`config.mk`:
```
export PLATFORM = sky130hd
export DESIGN_NAME = alu_arbiter_flat
export DESIGN_NICKNAME = d
export VERILOG_FILES = /design/src/rtl/alu_arbiter_if.sv /design/src/rtl/alu_arbiter.sv /design/src/flat_wrapper.sv
export SDC_FILE = /design/constraint.sdc
export NUM_CORES = 1
export LEC_CHECK = 0
export CORE_MARGIN = 8
export CORE_UTILIZATION = 35
export CTS_BUF_LIST = sky130_fd_sc_hd__clkbuf_8
export DETAILED_ROUTE_END_ITERATION = 10
export GPL_TIMING_DRIVEN = 0
export PLACE_DENSITY_LB_ADDON = 0.1
export SETUP_SLACK_MARGIN = 0.3
export SLEW_MARGIN = 40
export SYNTH_ARGS = -nofsm -noshare
export SYNTH_HDL_FRONTEND = slang
export SYNTH_SLANG_ARGS = --single-unit
```
`constraint.sdc`:
```
create_clock -name clk -period 4.65 [get_ports clk]
set_clock_uncertainty 0.2 [all_clocks]
set_input_delay 0.93 -clock clk [delete_from_list [all_inputs] [get_ports clk]]
set_output_delay 0.93 -clock clk [all_outputs]
set_load 0.02 [all_outputs]
```
`src/rtl/alu_arbiter_if.sv`:
```
// alu_arbiter_if: requester, ALU and response signals shared by alu_arbiter and its neighbours
interface alu_arbiter_if #(
  parameter int WIDTH = 32,
  parameter int NREQ = 2,
  parameter int IDW = 1
);
  logic [NREQ-1:0] req_valid;
  logic [NREQ-1:0] req_ready;
  logic [NREQ*WIDTH-1:0] req_ra;
  logic [NREQ*WIDTH-1:0] req_rb;
  logic [NREQ*5-1:0] req_op;
  logic [WIDTH-1:0] alu_ra;
  logic [WIDTH-1:0] alu_rb;
  logic alu_arith_mode;
  logic alu_logic_alt;
  logic [2:0] alu_funct3;
  logic [WIDTH-1:0] alu_arith_out;
  logic [WIDTH-1:0] alu_logic_out;
  logic rsp_valid;
  logic rsp_ready;
  logic [IDW-1:0] rsp_id;
  logic [WIDTH-1:0] rsp_arith;
  logic [WIDTH-1:0] rsp_logic;
  modport master (
    output req_valid, req_ra, req_rb, req_op, alu_arith_out, alu_logic_out, rsp_ready,
    input req_ready, alu_ra, alu_rb, alu_arith_mode, alu_logic_alt, alu_funct3,
    input rsp_valid, rsp_id, rsp_arith, rsp_logic
  );
  modport slave (
    input req_valid, req_ra, req_rb, req_op, alu_arith_out, alu_logic_out, rsp_ready,
    output req_ready, alu_ra, alu_rb, alu_arith_mode, alu_logic_alt, alu_funct3,
    output rsp_valid, rsp_id, rsp_arith, rsp_logic
  );
endinterface

```
`src/rtl/alu_arbiter.sv`:
```
// alu_arbiter: round-robin sharing of one combinational ALU with registered operands and response
module alu_arbiter #(
  parameter int WIDTH = 32,
  parameter int NREQ = 2,
  parameter int IDW = 1
) (
  input logic clk,
  input logic rst,
  alu_arbiter_if.slave bus
);
  typedef enum logic [1:0] {IDLE, EXEC, RESP} state_t;
  state_t state, state_nx;
  logic [IDW-1:0] ptr, id_q, win;
  logic any;
  function automatic logic [IDW-1:0] slot(input logic [IDW-1:0] p, input int k);
    int j;
    j = int'(p) + k;
    return IDW'(j >= NREQ ? j - NREQ : j);
  endfunction
  // descending scan so the candidate closest to ptr is written last and wins
  always_comb begin
    win = '0;
    any = 1'b0;
    for (int k = NREQ - 1; k >= 0; k--) begin
      if (bus.req_valid[slot(ptr, k)]) begin
        win = slot(ptr, k);
        any = 1'b1;
      end
    end
    state_nx = state == IDLE ? (any ? EXEC : IDLE) : state == EXEC ? RESP : (bus.rsp_ready ? IDLE : RESP);
    bus.req_ready = (state == IDLE && any) ? {{(NREQ-1){1'b0}}, 1'b1} << win : '0;
  end
  always_ff @(posedge clk or posedge rst) begin
    if (rst) begin
      state <= IDLE;
      ptr <= '0;
      id_q <= '0;
      bus.alu_ra <= '0;
      bus.alu_rb <= '0;
      bus.alu_arith_mode <= 1'b0;
      bus.alu_logic_alt <= 1'b0;
      bus.alu_funct3 <= '0;
      bus.rsp_valid <= 1'b0;
      bus.rsp_id <= '0;
      bus.rsp_arith <= '0;
      bus.rsp_logic <= '0;
    end else begin
      state <= state_nx;
      if (state == IDLE && any) begin
        bus.alu_ra <= bus.req_ra[win*WIDTH +: WIDTH];
        bus.alu_rb <= bus.req_rb[win*WIDTH +: WIDTH];
        {bus.alu_arith_mode, bus.alu_logic_alt, bus.alu_funct3} <= bus.req_op[win*5 +: 5];
        id_q <= win;
      end
      if (state == EXEC) begin
        bus.rsp_arith <= bus.alu_arith_out;
        bus.rsp_logic <= bus.alu_logic_out;
        bus.rsp_id <= id_q;
        bus.rsp_valid <= 1'b1;
      end
      // pointer moves only on the response handshake, past the owner of that response
      if (state == RESP && bus.rsp_ready) begin
        bus.rsp_valid <= 1'b0;
        ptr <= bus.rsp_id == IDW'(NREQ - 1) ? '0 : bus.rsp_id + 1'b1;
      end
    end
  end
endmodule

```
`src/flat_wrapper.sv`:
```
// flat-port wrapper written by rule: the top's interface ports become plain ports
module alu_arbiter_flat 
#(
  parameter int WIDTH = 32,
  parameter int NREQ = 2,
  parameter int IDW = 1
)
  (clk, rst, bus_req_valid, bus_req_ra, bus_req_rb, bus_req_op, bus_alu_arith_out, bus_alu_logic_out, bus_rsp_ready, bus_req_ready, bus_alu_ra, bus_alu_rb, bus_alu_arith_mode, bus_alu_logic_alt, bus_alu_funct3, bus_rsp_valid, bus_rsp_id, bus_rsp_arith, bus_rsp_logic);
  alu_arbiter_if #(.WIDTH(WIDTH), .NREQ(NREQ), .IDW(IDW)) bus_i ();
  input logic clk;
  input logic rst;
  input wire logic [$bits(bus_i.req_valid)-1:0] bus_req_valid;
  input wire logic [$bits(bus_i.req_ra)-1:0] bus_req_ra;
  input wire logic [$bits(bus_i.req_rb)-1:0] bus_req_rb;
  input wire logic [$bits(bus_i.req_op)-1:0] bus_req_op;
  input wire logic [$bits(bus_i.alu_arith_out)-1:0] bus_alu_arith_out;
  input wire logic [$bits(bus_i.alu_logic_out)-1:0] bus_alu_logic_out;
  input wire logic [$bits(bus_i.rsp_ready)-1:0] bus_rsp_ready;
  output wire logic [$bits(bus_i.req_ready)-1:0] bus_req_ready;
  output wire logic [$bits(bus_i.alu_ra)-1:0] bus_alu_ra;
  output wire logic [$bits(bus_i.alu_rb)-1:0] bus_alu_rb;
  output wire logic [$bits(bus_i.alu_arith_mode)-1:0] bus_alu_arith_mode;
  output wire logic [$bits(bus_i.alu_logic_alt)-1:0] bus_alu_logic_alt;
  output wire logic [$bits(bus_i.alu_funct3)-1:0] bus_alu_funct3;
  output wire logic [$bits(bus_i.rsp_valid)-1:0] bus_rsp_valid;
  output wire logic [$bits(bus_i.rsp_id)-1:0] bus_rsp_id;
  output wire logic [$bits(bus_i.rsp_arith)-1:0] bus_rsp_arith;
  output wire logic [$bits(bus_i.rsp_logic)-1:0] bus_rsp_logic;
  assign bus_i.req_valid = bus_req_valid;
  assign bus_i.req_ra = bus_req_ra;
  assign bus_i.req_rb = bus_req_rb;
  assign bus_i.req_op = bus_req_op;
  assign bus_i.alu_arith_out = bus_alu_arith_out;
  assign bus_i.alu_logic_out = bus_alu_logic_out;
  assign bus_i.rsp_ready = bus_rsp_ready;
  assign bus_req_ready = bus_i.req_ready;
  assign bus_alu_ra = bus_i.alu_ra;
  assign bus_alu_rb = bus_i.alu_rb;
  assign bus_alu_arith_mode = bus_i.alu_arith_mode;
  assign bus_alu_logic_alt = bus_i.alu_logic_alt;
  assign bus_alu_funct3 = bus_i.alu_funct3;
  assign bus_rsp_valid = bus_i.rsp_valid;
  assign bus_rsp_id = bus_i.rsp_id;
  assign bus_rsp_arith = bus_i.rsp_arith;
  assign bus_rsp_logic = bus_i.rsp_logic;
  alu_arbiter #(.WIDTH(WIDTH), .NREQ(NREQ), .IDW(IDW)) u_core (.clk(clk), .rst(rst), .bus(bus_i));
endmodule
```
=== Yosys cells after proc, flatten, opt, wreduce, memory -nomap -nowiden ===
Index checks and enable logic that the tools add are counted.

* Reduce and logical (&&, ||, !) cells: 4
* Eq/ne operators: 2
* Multiplexer cells: 18
* $lt $le $gt $ge: 4
* Multipliers: 1
* Shift-type cells: 4
* Add/subtract/negate cells: 4

{| class="wikitable"
|+ Operators with widths
! operator !! number
|-
| 64-bit by 7-bit indexed part select with 32-bit output || 2
|-
| 1-bit 2-to-1 mux || 14
|-
| 10-bit by 5-bit indexed part select with 5-bit output || 1
|-
| 2-bit 2-to-1 mux || 4
|-
| 1-bit by 2-bit < comparator with 1-bit output, second input constant || 2
|-
| 1-bit by 3-bit multiplier with 4-bit output, second input constant || 1
|-
| 1-bit by 1-bit adder with 2-bit output, second input constant || 1
|-
| 2-bit by 1-bit equality test with 1-bit output, second input constant || 1
|-
| 2-bit equality test, second input constant || 1
|-
| 1-bit by 2-bit greater-or-equal comparator with 1-bit output, second input constant || 1
|-
| 2-bit greater-or-equal comparator, second input constant || 1
|-
| 1-bit logical AND || 2
|-
| 2-bit logical NOT || 1
|-
| 2-bit nonzero test || 1
|-
| 1-bit by 1-bit left shift with 2-bit output, first input constant || 1
|-
| 1-bit subtractor, second input constant || 2
|-
| 1-bit adder, second input constant || 1
|}

* Output and inout port bits: 137
* Word-level logic and storage cells: 49
* Input bits: 207
* Bits in registers: 139

=== Logic depth before layout (Yosys ltp) ===
Gate-level depths: netlist of the first run.

* Depth in word-level cells: 9
* Mapped depth: 5
* Depth with buffers taken out: 3

=== Worst setup path after synthesis of the first run ===
Ideal clock, no wire load.

* Kind: input -> output
* Start: in bus_req_valid[0]
* End: out bus_req_ready[0]
* Path slack: 1786 ps
* Data arrival time: 1734 ps
* Cell stages on the path: 3
* Data required time: 3520 ps
* Cell sequence: a21boi_1 clkbuf_1 and2_1

* Longest elaborated chain between the ends: 6
* Elaborated cells between the ends (all ways): 11
* Classes of those cells: shift: 1; mux: 9; reduce/logical: 1

{| class="wikitable"
|+ RTL lines
! element !! line !! RTL
|-
| start, declared || flat_wrapper.sv:12 || <nowiki>input wire logic [$bits(bus_i.req_valid)-1:0] bus_req_valid;</nowiki>
|-
| 1-bit 2-to-1 mux (not written as such) (2 in series) || alu_arbiter.sv:25 || <nowiki>if (bus.req_valid[slot(ptr, k)]) begin</nowiki>
|-
| 1-bit 2-to-1 mux (2 in series) || alu_arbiter.sv:25 ||
|-
| 1-bit by 1-bit left shift with 2-bit output or 1-bit logical AND (tied branches) || alu_arbiter.sv:31 || <nowiki>bus.req_ready = (state == IDLE && any) ? {{(NREQ-1){1'b0}}, 1'b1} << win : '0;</nowiki>
|-
| 2-bit 2-to-1 mux * || alu_arbiter.sv:31 ||
|-
| end, declared || flat_wrapper.sv:19 || <nowiki>output wire logic [$bits(bus_i.req_ready)-1:0] bus_req_ready;</nowiki>
|}

Mark *: on every way between the ends. The rest lies on a longest branch, timed or not. The select of a mux whose other input is x is not followed.

=== Worst setup path after layout of the first run ===
Ends and elaborated chain as after synthesis.

==> results_dict.tcl, run 1 <==
set metrics [dict create \
    syn_area_per_cell_um2 14.3 \
    htree_levels 4 \
    cts_setup_buffers 0 \
    grt_pass1_vias 5527 \
    core_um2 15800 \
    track_usage 0.210 \
    crit_required_ns 3.52 \
    areaGrowthSynthToFinish_pct 76.8 \
    cp_max_fo 10 \
    cts_tree "yes" \
    p_int_mw 4.28 \
    fmaxAchievable_ghz 0.244 \
    worst_r2r_path_depth 4 \
    finalCritPeriodShare 0.881 \
    synthFlopType "dfrtp_1" \
    synth_top_area_share 0.616 \
    synth_cells 396 \
    finalSetupTns_ns 0 \
    cts-root-buf "clkbuf_8" \
    status "complete, no violations" \
    finalInstanceArea_um2 9990 \
    synth.most_common_cell "dfrtp_1" \
    clock_latency_ns 0.44 \
    grt_pass1_wl_um 32300 \
    seqCellArea_um2 3480 \
    reg2reg_slack_ns 2.58 \
    cp-start-kind "primary input" \
    dp_slack_ns 0.313 \
    slowest_stage "clkdlybuf4s50_1" \
    sequentialPowerShare 0.316 \
    yosysTopAreaCell "dfrtp_1" \
    critical_path_class "primary input to primary output" \
    switchingPower_mw 2.57 \
    syn_area_um2 5650 \
    stdcell_count 994 \
    maxCapViolCount 0 \
    cts_sinks 139 \
    cts_made_buffers 17 \
    dpl_cell_area_um2 9540 \
    totalWireLength_um 21500 \
    place_congestion 0.817 \
    synth_fp_nets 603 \
    ys_ff_latch 139 \
    clkPwrFrac 0.160 \
    hp-class "flip-flop to flip-flop" \
    dp.cells 962 \
    worst_pin_slew_ns 0.699 \
    initial_core_util 0.357 \
    regToRegEndpoint "u_core.bus.alu_rb[26]" \
    synth_edf_count 0 \
    wl_per_cell_um 21.6 \
    ys_top_cells_by_area "dfrtp_1 (62%), a221o_1 (12%), mux2_1 (10%)" \
    cp.arrival_ns 2.97 \
    slew_headroom 0.531 \
    rsz0062_at_grt "no" \
    critPathTopFamily "buffers and inverters" \
    multiInputGateArea_um2 1950 \
    synthDistinctLibCells 21 \
    holdPathStages 1 \
    rows 46 \
    max_stage_delay_ns 0.64 \
    die_w_um 143 \
    die_h_um 143 \
    fin_nets 972 \
    final_core_util 0.631 \
    diodes 0 \
    path_clk_slew_ns 0.07 \
    p_comb_frac 0.524 \
    drt_iter0_markers 178 \
    cpMostUsedCell "clkdlybuf4s50_1" \
    ioPinCount 344 \
    overflow 0 \
    async_flop_share 1.00 \
    drive_above_1_share 0.100 \
    grt_max_degree 23 \
    worst_hold_slack_ns 0.288 \
    r2r-start "u_core.state[1]" \
    worstHoldStart "u_core.id_q" \
    ir_drop_v 0.000289 \
    switching_share 0.375 \
    setup_viol 0 \
    ant_nets 0 \
    yosysSeqAreaShare 0.616 \
    hold_end "u_core.id_q" \
    vias_per_cell 4.94 \
    yosysWarnings 0 \
    dr.pass1.iters 4 \
    path_buf_inv 3 \
    drc 0 \
    antenna_found_initial 0 \
    nFillCells 1236 \
    leakage_nw 4.37 \
    period_needed_ns 4.10 \
    vias 4907 \
    p_total_mw 6.85 \
    hold_viol_final 0 \
    timing.final.ws_setup_ns 0.554 \
    portBuffers 343 \
    die-area_um2 20500 \
    hpwlAfterDp_um 17300 \
    crit_chain "clkdlybuf4s50_1 > a21boi_2 > clkbuf_1 > and2_1 > clkdlybuf4s50_1" \
    powerDensity_nw_per_um2 686 \
    critPathCaptureType "primary output" \
    clockBufferDepth 2 \
    finalMaxSlewViolations 0 \
    synth_common_cells "dfrtp_1 (139), and3_1 (70), a221o_1 (69)" \
]
layer usage:
layer | vias to the layer above | track usage | wire (µm) | share of wire
met1 | 2388 | 0.220 | 8090 | 0.38
met2 | 235 | 0.359 | 10700 | 0.50
li1 | 2262 | - | - | -
met4 | 0 | 0.0766 | 444 | 0.021
met5 | - | 0 | 0 | 0
met3 | 22 | 0.0998 | 2290 | 0.11
placed cells by master, fill, tap and decap left out, types with 2 or more instances in the layout:
cell             netlist  final
buf_6                  8      8
buf_16                 0      6
o21ai_0                2      2
bufinv_16              0      4
dfrtp_1              139    139
clkinv_2               0      3
clkinvlp_4             0      4
buf_2                 13     13
nand2b_1               2      2
mux2_1                50     50
and3_1                70     70
clkbuf_1              14     14
a21oi_1                2      2
inv_1                  3      3
a221o_1               69     69
clkbuf_8               0     20
mux2_2                15     15
clkdlybuf4s50_1        0    343
power by group through the flow:
stage | registers [mW] | logic (mW) | clock network, mW
2_1_floorplan | 2.86 | 1.12 | 0
3_3_place_gp | 2.15 | 3.56 | 0
3_5_place_dp | 2.17 | 3.64 | 0
4_1_cts | 2.17 | 3.64 | 1.12
5_1_grt | 2.24 | 3.81 | 1.17
6_report | 2.17 | 3.59 | 1.10
logic make-up (layout without fill, tap and decap cells):
group,count (synthesis),count (layout),share of synthesized area
compound gates,77,77,0.131
buf+inv,39,421,0.0401
mux,65,65,0.130
flops,139,139,0.616
simple gates,76,76,0.0841
cell type report:
class / count / area share
Buffer: 36 / 0.0215
Clock inverter: 12 / 0.0170
Inverter: 3 / 0.00150
Sequential cell: 139 / 0.348
Clock buffer: 20 / 0.0275
Tap cell: 216 / 0.0270
Multi-Input combinational cell: 218 / 0.195
Timing Repair Buffer: 350 / 0.362
registers in the layout, indices dropped and copies added (netlist names):
register / flops
u_core.bus.rsp_valid: 1
u_core.bus.alu_funct3: 3
u_core.bus.rsp_logic: 32
u_core.ptr: 1
u_core.bus.rsp_arith: 32
u_core.bus.alu_rb: 32
u_core.bus.rsp_id: 1
u_core.bus.alu_ra: 32
u_core.bus.alu_logic_alt: 1
u_core.state: 2
u_core.bus.alu_arith_mode: 1
u_core.id_q: 1
worst max path at each step:
stage                      from                         to  slack (ns)  cells past startpoint
6_report       bus_req_valid[0]           bus_req_ready[0]        0.55                      5
5_1_grt        bus_req_valid[0]           bus_req_ready[0]        0.45                      5
4_1_cts        bus_req_valid[0]           bus_req_ready[0]        0.52                      5
3_5_place_dp   bus_req_valid[0]           bus_req_ready[0]        0.31                      5
3_3_place_gp   bus_req_valid[0]           bus_req_ready[0]        0.29                      5
2_1_floorplan               rst  u_core.bus.alu_arith_mode        1.78                      1
worst reg2reg max path: stages (launching register included):
cell	delay (ns)
dfrtp_1	0.45
nor2_4	0.30
o21ai_1	0.33
buf_2	0.29
a221o_1	0.38
what timing repair did:
action / CTS / global route
endpoints found under the setup margin: 1 / 0
hold buffers: 0 / 0
gates resized for setup: 1 / 0
Power figures use the tool's default switching activity.
==> run 2, diff against run 1 <==
ABC_AREA = 1   (was unset)
CORE_UTILIZATION = 25   (was 35)
TNS_END_PERCENT = 30   (was unset)
==> run 2 against run 1 <==
Against the previous run: cell area increased by 5.4%; global-route usage down 3.3 points; clock-buffer cell count shrank 2; register-to-register slack improved by 0.19 ns; combinational power grew 13%; utilization decreased by 19 points; non-clock buffer count increased by 28; sequential share of layout area down 1.8 points; sequential power down 2%; critical endpoint is now bus_req_ready[1]; largest cell class unchanged.
==> results_dict.tcl, run 2 <==
set metrics [dict create \
    use_met2 0.291 \
    hold_viol_final 0 \
    die_w_um 172 \
    syn_area_per_cell_um2 8.74 \
    vias 6520 \
    ys_top_cells_by_area "dfrtp_1 (57%), nand3_1 (17%), nand2_1 (13%)" \
    cts_made_buffers 17 \
    syn_area_um2 6100 \
    vias_per_cell 4.64 \
    finalMaxSlewViolations 0 \
    yosysWarnings 0 \
    yosysSeqAreaShare 0.570 \
    yosysTopAreaCell "dfrtp_1" \
    htree_levels 4 \
    p_comb_frac 0.555 \
    synth.most_common_cell "nand2_1" \
    worst_pin_slew_ns 0.519 \
    cts_setup_buffers 0 \
    synth_top_area_share 0.570 \
    switchingPower_mw 3.19 \
    grt_util_met3 0.0699 \
    cp-start-kind "primary input" \
    regToRegEndpoint "u_core.bus.alu_rb[2]" \
    worst_r2r_path_depth 6 \
    grt_max_degree 24 \
    grt_pass1_vias 6801 \
    hold_end "u_core.bus.rsp_arith[3]" \
    nFillCells 2440 \
    finalSetupTns_ns 0 \
    period_needed_ns 4.22 \
    final_core_util 0.437 \
    rows 57 \
    cts_sinks 139 \
    leakage_nw 4.68 \
    ir_drop_v 0.000234 \
    cts_resized 1 \
    place_congestion 0.792 \
    layout_common_cells "clkdlybuf4s50_1 (342), nand2_1 (205), nand3_1 (203), dfrtp_1 (139), nand4_1 (69)" \
    finalInstanceArea_um2 10500 \
    totalWireLength_um 26800 \
    p_int_mw 4.09 \
    holdPathStages 2 \
    reg2reg_slack_ns 2.77 \
    track_usage 0.177 \
    dp_slack_ns 0.194 \
    drc 0 \
    hp-class "flip-flop to flip-flop" \
    synth_cells 698 \
    portBuffers 342 \
    initial_core_util 0.253 \
    ys_ff_latch 139 \
    gr-usage-met1 0.210 \
    cp.arrival_ns 3.09 \
    r2r-start "u_core.ptr" \
    rsz0062_at_grt "no" \
    die-area_um2 29600 \
    synthFlopType "dfrtp_1" \
    path_clk_slew_ns 0.08 \
    p_total_mw 7.28 \
    maxCapViolCount 0 \
    cts-root-buf "clkbuf_8" \
    critical_path_class "primary input to primary output" \
    drt_iter0_markers 372 \
    clock_latency_ns 0.44 \
    wl_per_cell_um 19.1 \
    synth_fp_nets 905 \
    ioPinCount 344 \
    fmaxAchievable_ghz 0.237 \
    hpwlAfterDp_um 20700 \
    worstHoldStart "u_core.bus.rsp_arith[3]" \
    crit_start "bus_req_valid[0]" \
    ant_nets 0 \
    synth_edf_count 0 \
    drive_above_1_share 0.0797 \
    seqCellArea_um2 3480 \
    core_um2 24100 \
    clockBufferDepth 2 \
    multiInputGateArea_um2 2290 \
    crit_required_ns 3.52 \
    clkPwrFrac 0.152 \
    powerDensity_nw_per_um2 691 \
    finalCritPeriodShare 0.908 \
    top_usage_layer "met2" \
    hold_buffers 0 \
    fin_nets 1273 \
    status "complete, no violations" \
    grt_pass1_wl_um 40000 \
    areaGrowthSynthToFinish_pct 72.8 \
    cp_max_fo 10 \
    synth_common_cells "nand2_1 (206), nand3_1 (203), dfrtp_1 (139)" \
    sequentialPowerShare 0.293 \
    synthDistinctLibCells 16 \
    async_flop_share 1.00 \
    dpl_cell_area_um2 10100 \
    die_h_um 172 \
    setup_viol 0 \
    antenna_found_initial 1 \
    slew_headroom 0.654 \
    layout_commonest_cell "clkdlybuf4s50_1" \
    cts_tree "yes" \
    dr.pass1.iters 5 \
    switching_share 0.438 \
    timing.final.ws_setup_ns 0.430 \
    critPathCaptureType "primary output" \
    overflow 0 \
]
## run 2: kinds of logic after synthesis
group	after synthesis	share of synthesized area
AOI/OAI and AO/OA	6	0.00554
buffers and inverters	69	0.0536
DFF	139	0.570
and+or+nand+nor	484	0.370
## run 2: routing by layer
| layer | share of wire | wire [µm] |
|---|---|---|
| met1 | 0.40 | 10800 |
| met2 | 0.48 | 12800 |
| met3 | 0.10 | 2790 |
| met4 | 0.014 | 380 |
| met5 | 0.00041 | 11 |
## run 2: metrics by stage
step / hold slack [ns] / instances
after floorplan: 0.254 / 698
after global placement: 0.252 / 1364
after detailed placement: 0.257 / 1371
after CTS: 0.279 / 1403
after global routing: 0.301 / 1403
final: 0.274 / 1404
## run 2: worst max path at each step
| stage | end | slack, ns |
|---|---|---|
| 2_1_floorplan | u_core.bus.alu_arith_mode | 1.78 |
| 3_3_place_gp | bus_req_ready[1] | 0.23 |
| 3_5_place_dp | bus_req_ready[1] | 0.19 |
| 4_1_cts | bus_req_ready[1] | 0.35 |
| 5_1_grt | bus_req_ready[1] | 0.31 |
| 6_report | bus_req_ready[1] | 0.43 |
## run 2: cell type report
type / count / share of cell area
clock buffers: 18 / 0.0235
flip-flops and latches: 139 / 0.330
clock inverters: 14 / 0.0173
well taps: 324 / 0.0385
inverters: 4 / 0.00178
plain buffers: 65 / 0.0296
multi-input cells: 490 / 0.218
repair buffers: 349 / 0.341
diodes: 1 / 0.000238
## run 2: power groups by stage
stage / Clock [mW] / Sequential [mW] / Combinational [mW]
2_1_floorplan: 0 / 2.84 / 1.38
3_3_place_gp: 0 / 2.15 / 4.09
3_5_place_dp: 0 / 2.15 / 4.11
4_1_cts: 1.15 / 2.14 / 4.12
5_1_grt: 1.18 / 2.21 / 4.40
6_report: 1.10 / 2.13 / 4.04
## run 2: critical path: stages
cell and delay (ns):
clkdlybuf4s50_1 0.45, nand2_1 0.38, nand2_2 0.29, buf_2 0.28, nor2_1 0.10, clkdlybuf4s50_1 0.64
==> run 3, diff against run 2 <==
CTS_CLUSTER_DIAMETER = 40   (was unset)
==> results of run 3 <==
Final layout, timing and power as in run 2 (identical DEF).
